--- src/rtl/noc_pkg.sv ---
// Shared NoC definitions: flit/VC sizing for the router output channel plus
// the router input channel types that sit alongside it.
package noc_pkg;

  // Output channel sizing and VC index constants
  localparam int DATA_W = 64;
  localparam int DEPTH  = 2;
  localparam int NUM_VC = 2;
  localparam int VC0    = 0;
  localparam int VC1    = 1;

  // Router input channel definitions
  localparam int IN_DEPTH = 4;

  typedef enum logic [2:0] {
    port_local = 3'd0,
    port_north = 3'd1,
    port_east  = 3'd2,
    port_south = 3'd3,
    port_west  = 3'd4
  } port_t;

  typedef struct packed {
    logic  vc;
    port_t dest;
  } in_route_t;

endpackage

--- src/rtl/output_vc_fifo.sv ---
// One virtual-channel FIFO: DEPTH entries, wrapping pointers and an occupancy
// count. The caller guarantees push only when not full and pop only when not
// empty.
module output_vc_fifo #(
  parameter int DATA_W = 64,
  parameter int DEPTH  = 2
) (
  input  logic                     clk,
  input  logic                     reset,
  input  logic                     push,
  input  logic [DATA_W-1:0]        push_data,
  input  logic                     pop,
  output logic [DATA_W-1:0]        head,
  output logic [$clog2(DEPTH):0]   count
);
  import noc_pkg::*;

  localparam int PTR_W = $clog2(DEPTH);

  logic [DATA_W-1:0] mem [DEPTH];
  logic [PTR_W-1:0]  rd_ptr;
  logic [PTR_W-1:0]  wr_ptr;

  // Pointer advance with explicit wrap from DEPTH-1 back to 0
  function automatic logic [PTR_W-1:0] ptr_next(input logic [PTR_W-1:0] p);
    return (p == PTR_W'(DEPTH - 1)) ? '0 : p + 1'b1;
  endfunction

  // Pointer and occupancy update; reset wins over any same-cycle push/pop
  always_ff @(posedge clk) begin
    if (reset) begin
      rd_ptr <= '0;
      wr_ptr <= '0;
      count  <= '0;
    end else begin
      if (push) wr_ptr <= ptr_next(wr_ptr);
      if (pop)  rd_ptr <= ptr_next(rd_ptr);
      case ({push, pop})
        2'b10:   count <= count + 1'b1;
        2'b01:   count <= count - 1'b1;
        default: count <= count;
      endcase
    end
  end

  // Flit storage; contents are meaningless once count is cleared
  always_ff @(posedge clk) begin
    if (!reset && push) mem[wr_ptr] <= push_data;
  end

  assign head = mem[rd_ptr];

endmodule

--- src/rtl/router_output_channel.sv ---
// Router output channel: two VC FIFOs steered by the global even/odd polarity.
// Only the VC selected by polarity is written or read in a given cycle, and
// popped flits leave through a one-cycle output register.
//
// Handshake: a push happens when wr_en && wr_ready at the clock edge (wr_ready
// is combinational from the registered count of the selected VC, judged before
// any same-cycle pop); a pop happens when out_ready && selected VC non-empty,
// and shows up as out_send/out_data in the following cycle. A rejected flit is
// kept by the switch.
module router_output_channel #(
  parameter int DATA_W = noc_pkg::DATA_W,
  parameter int DEPTH  = noc_pkg::DEPTH   // power of two, at least 2
) (
  input  logic              clk,
  input  logic              reset,
  input  logic              polarity,
  input  logic              wr_en,
  input  logic [DATA_W-1:0] wr_data,
  output logic              wr_ready,
  input  logic              out_ready,
  output logic              out_send,
  output logic [DATA_W-1:0] out_data,
  output logic [1:0]        vc_full,
  output logic [1:0]        vc_empty
);
  import noc_pkg::*;

  localparam int CNT_W = $clog2(DEPTH) + 1;

  logic [CNT_W-1:0]  count [NUM_VC];
  logic [DATA_W-1:0] head  [NUM_VC];
  logic [NUM_VC-1:0] push;
  logic [NUM_VC-1:0] pop;
  logic              do_pop;
  logic [DATA_W-1:0] sel_head;

  // Polarity steering of push/pop and per-VC status flags
  always_comb begin
    push     = '0;
    pop      = '0;
    wr_ready = (count[polarity] < CNT_W'(DEPTH));
    do_pop   = out_ready && (count[polarity] != '0);
    sel_head = head[polarity];
    push[polarity] = wr_en && wr_ready;
    pop[polarity]  = do_pop;
    for (int n = 0; n < NUM_VC; n++) begin
      vc_full[n]  = (count[n] == CNT_W'(DEPTH));
      vc_empty[n] = (count[n] == '0);
    end
  end

  output_vc_fifo #(.DATA_W(DATA_W), .DEPTH(DEPTH)) u_vc0 (
    .clk       (clk),
    .reset     (reset),
    .push      (push[VC0]),
    .push_data (wr_data),
    .pop       (pop[VC0]),
    .head      (head[VC0]),
    .count     (count[VC0])
  );

  output_vc_fifo #(.DATA_W(DATA_W), .DEPTH(DEPTH)) u_vc1 (
    .clk       (clk),
    .reset     (reset),
    .push      (push[VC1]),
    .push_data (wr_data),
    .pop       (pop[VC1]),
    .head      (head[VC1]),
    .count     (count[VC1])
  );

  // Output register: popped head next cycle, zeros otherwise
  always_ff @(posedge clk) begin
    if (reset) begin
      out_send <= 1'b0;
      out_data <= '0;
    end else begin
      out_send <= do_pop;
      out_data <= do_pop ? sel_head : '0;
    end
  end

endmodule

--- config.mk ---
export PLATFORM = sky130hd
export DESIGN_NAME = router_output_channel
export DESIGN_NICKNAME = d
export VERILOG_FILES = /design/src/rtl/noc_pkg.sv /design/src/rtl/output_vc_fifo.sv /design/src/rtl/router_output_channel.sv
export SDC_FILE = /design/constraint.sdc
export NUM_CORES = 1
export LEC_CHECK = 0
export ABC_AREA = 1
export BUFFER_PORTS_ARGS = -buffer_cell sky130_fd_sc_hd__buf_2
export CORE_ASPECT_RATIO = 0.75
export CORE_MARGIN = 1
export CORE_UTILIZATION = 45
export CTS_CLUSTER_SIZE = 10
export DETAILED_ROUTE_END_ITERATION = 7
export GPL_ROUTABILITY_DRIVEN = 0
export PLACE_DENSITY_LB_ADDON = 0.2
export SETUP_SLACK_MARGIN = 0.05
export SYNTH_ARGS = -nofsm -noshare
export SYNTH_HDL_FRONTEND = slang
export SYNTH_SLANG_ARGS = --single-unit
--- constraint.sdc ---
create_clock -name clk -period 5.4 [get_ports clk]
set_input_delay 0 -clock clk [delete_from_list [all_inputs] [get_ports clk]]
set_output_delay 0 -clock clk [all_outputs]
set_load 0.02 [all_outputs]
==> metrics.md <==
| Metric | Value |
|---|---|
| Status | complete, no violations |
| Most common cell in the netlist | edfxtp_1 |
| Reg clk slew, reported paths | 60 ps |
| Die X | between 150 and 200 um |
| Post-synth top cells | 256 x edfxtp_1, 142 x nor2_1, 78 x nand2_1 |
| Ys Warns | 0 |
| CTS root buf | clkbuf_16 |
| First-pass GRT wire length | 38.3 mm |
| Worst hold endpoint | out_data[37] |
| Number of synthesized flops with an enable pin | around 260 |
| CP Class | reg2reg |
| Post-synth top area cell | edfxtp_1 |
| Crit end category | flip-flop |
| Relative slew slack | around 31% |
| CTS tree | built |
| Wire per inst | around 17 um |
| Port Buf Inserts | between 100 and 150 |
| Max incr delay on CP | between 700 and 800 ps |
| Reg-to-reg critical path startpoint | u_vc0.count[1] |
| Initial antenna violation count | 1 |
| Synth top area cells | edfxtp_1 64%, dfxtp_1 12%, nor2_1 4.4% |
| Synth cell types | 21 |
| Worst hold stages | 3 |
| Area Growth Syn to Fin | 23.4% |
| Vias in the first global route | 7015 |
| Drt total wl | 24.6 mm |
| DR pass1 iterations | 5 |
| Worst hold start | polarity |
| Setup_tns | 0 ps |
| Die span in y | approximately 140 um |
| Resized Gates After CTS | 0 |
| Slowest-stage cell, CP | nor2_4 |
| Sequential share of the synthesized area | 76.4% |
| Overflow after GRT | 0 |
| Syn avg cell area | 13.4 sq um |
| Kind of cell adding the most delay to the critical path | simple AND/OR/NAND/NOR gates |
| Dpl ws | 2800 ps |
| Cell Rows | 51 |
| Req. time, crit path | 5530 ps |
| Synth Register Bits | roughly 330 |
| Final min period | about 2400 ps |
| Max-cap violation count | 0 |
| Reg2Reg Depth | 4 |
| Post-synth ARST share | 0% |
| Layout net count | ~1200 |
| PwrDens | between 300 and 400 mW/mm^2 |
| Top FF cell, synth | edfxtp_1 |
| H-tree levels | 2 |
| Routed vias/inst | 4.90 |
| Core ar. | ~0.026 sq mm |
| Die area | roughly 0.027 sq mm |
| Num CTS Buffers | 39 |
| Worst hold-check path type | in2reg |
| Worst Setup Start Kind | flip-flop |
| Iteration-0 DRC count of the detailed router | 299 |
| Period utilization | 44.6% |
| R2R Path End | u_vc0.mem[0][14] |
| Gr usage total | a little under a fifth |
| Cell area after synthesis | approximately 0.012 sq mm |
| CP arrival | 2540 ps |
| DP Wirelength | roughly 13 mm |
| Starting density of the core | between 40% and 50% |
| Clock sinks | ~330 |
| Clock Skew | a little over 10 ps |
| Final Instance Area | roughly 0.015 sq mm |
| Worst-path maximum fanout | 37 |
| Clock tree buffer depth | 3 |
| Buf/Inv on CP | 2 |
| Placed inst area | ~0.013 sq mm |
| # setup viols final | 0 |
| Final-report max-slew violation count | 0 |
| # DRC | 0 |
| IO Pins | ~140 |
| Register-to-register setup slack | 2990 ps |
| Cells after synthesis | 898 |
| Hold Violations, Final | 0 |
| VDD IR max | 0.176 mV |
| FMAX | ~420 MHz |
| Syn_nets | just under 1000 |
| RSZ-0062 raised after global routing | false |
| Layout cells sized above 1 | ~22% |
| Largest net degree at the start of global routing | 76 |
| Post-CTS setup buffers | 0 |
| Crit path cell chain | inv_1 > nand4_1 > nor2_4 > buf_4 |
| Total power | ~5.6 mW |
| Lkg Pwr | 5.48 nW |
| Post-route setup slack | around 3000 ps |
| Skew-Pair Late Insertion Delay | about 500 ps |
| Worst Tran Pin Value | between 1000 and 1500 ps |
| Top-area cell type share of the netlist area | between 60% and 70% |
| Vias | between 7000 and 8000 |
| Post-route ant nets | 0 |
[layer usage]
layer  track usage, %  up-vias  wire [um]
met3             3.13       38        987
met1             25.1     3495      11700
met2             30.0      149      11400
li1                 -     3572          -
met5                0        -          0
met4             5.26        0        454
[state kept, by name, summed over array words and instances, names as in the netlist, named ones only]
name and cells:
out_data 64, out_send 1, u_vc0.count 2, u_vc0.mem 128, u_vc0.rd_ptr 1, u_vc0.wr_ptr 1, u_vc1.count 2, u_vc1.mem 128
u_vc1.rd_ptr 1, u_vc1.wr_ptr 1
[worst max path at each step]
stage | startpoint | end | depth (start not counted)
global placement | polarity | u_vc1.mem[0][6] | 4
finish | u_vc0.count[1] | u_vc0.mem[0][14] | 4
global route | u_vc0.count[1] | u_vc0.mem[0][6] | 4
detailed placement | polarity | u_vc1.mem[0][52] | 4
floorplan | polarity | u_vc1.mem[0][0] | 5
CTS | u_vc0.count[1] | u_vc0.mem[0][29] | 4
[layout make-up]
| class | count | area (sq um) |
|---|---|---|
| antenna | 1 | 2.50 |
| fill | 2152 | 11300 |
| clock inverter | 1 | 8.76 |
| inverter | 80 | 300 |
| tap | 344 | 430 |
| timing repair buffer | 215 | 1440 |
| clock buffer | 69 | 1130 |
| multi-input combinational | 438 | 2330 |
| sequential | 331 | 9200 |
[report_power, final]
group / switching [mW] / total [mW] / internal [mW]
clock network: 0.938 / 2.35 / 1.41
registers: 0.0327 / 2.86 / 2.82
logic: 0.251 / 0.384 / 0.133
[metrics by stage]
stage	cells	hold slack (ps)	utilization [%]
2_1_floorplan	898	69.1	-
3_3_place_gp	1340	215	49.9
3_5_place_dp	1340	217	49.9
4_1_cts	1478	126	56.9
5_1_grt	1479	160	56.9
6_report	1479	127	56.9
[worst min-delay path: stages]
cell and delay [ps]:
buf_4 310, o211ai_1 190, a21oi_1 60
[what timing repair did]
item,in CTS,in global routing
hold buffers,68,0
hold endpoints to repair,262,0
setup endpoints to repair,0,0
[cells by family after synthesis]
family | after synthesis | synth area share [%]
simple gates | 234 | 7.56
compound gates | 202 | 11.3
flops | 331 | 76.4
buf+inv | 129 | 4.59
fa+ha+maj | 2 | 0.208
[layout by cell type, fill, tap and decap left out, drive strengths merged]
| cell type | Yosys | layout |
|---|---|---|
| a21oi | 70 | 70 |
| buf | 20 | 147 |
| clkbuf | 29 | 69 |
| dfxtp | 75 | 75 |
| diode | 0 | 1 |
| dlygate4sd3 | 0 | 68 |
| edfxtp | 256 | 256 |
| ha | 2 | 2 |
| inv | 80 | 81 |
| nand2 | 81 | 81 |
| nand3 | 5 | 5 |
| nand4 | 4 | 4 |
| nor2 | 142 | 142 |
| nor3 | 2 | 2 |
| o211ai | 64 | 64 |
| o21ai | 68 | 68 |
(Power assumes the default switching activity.)
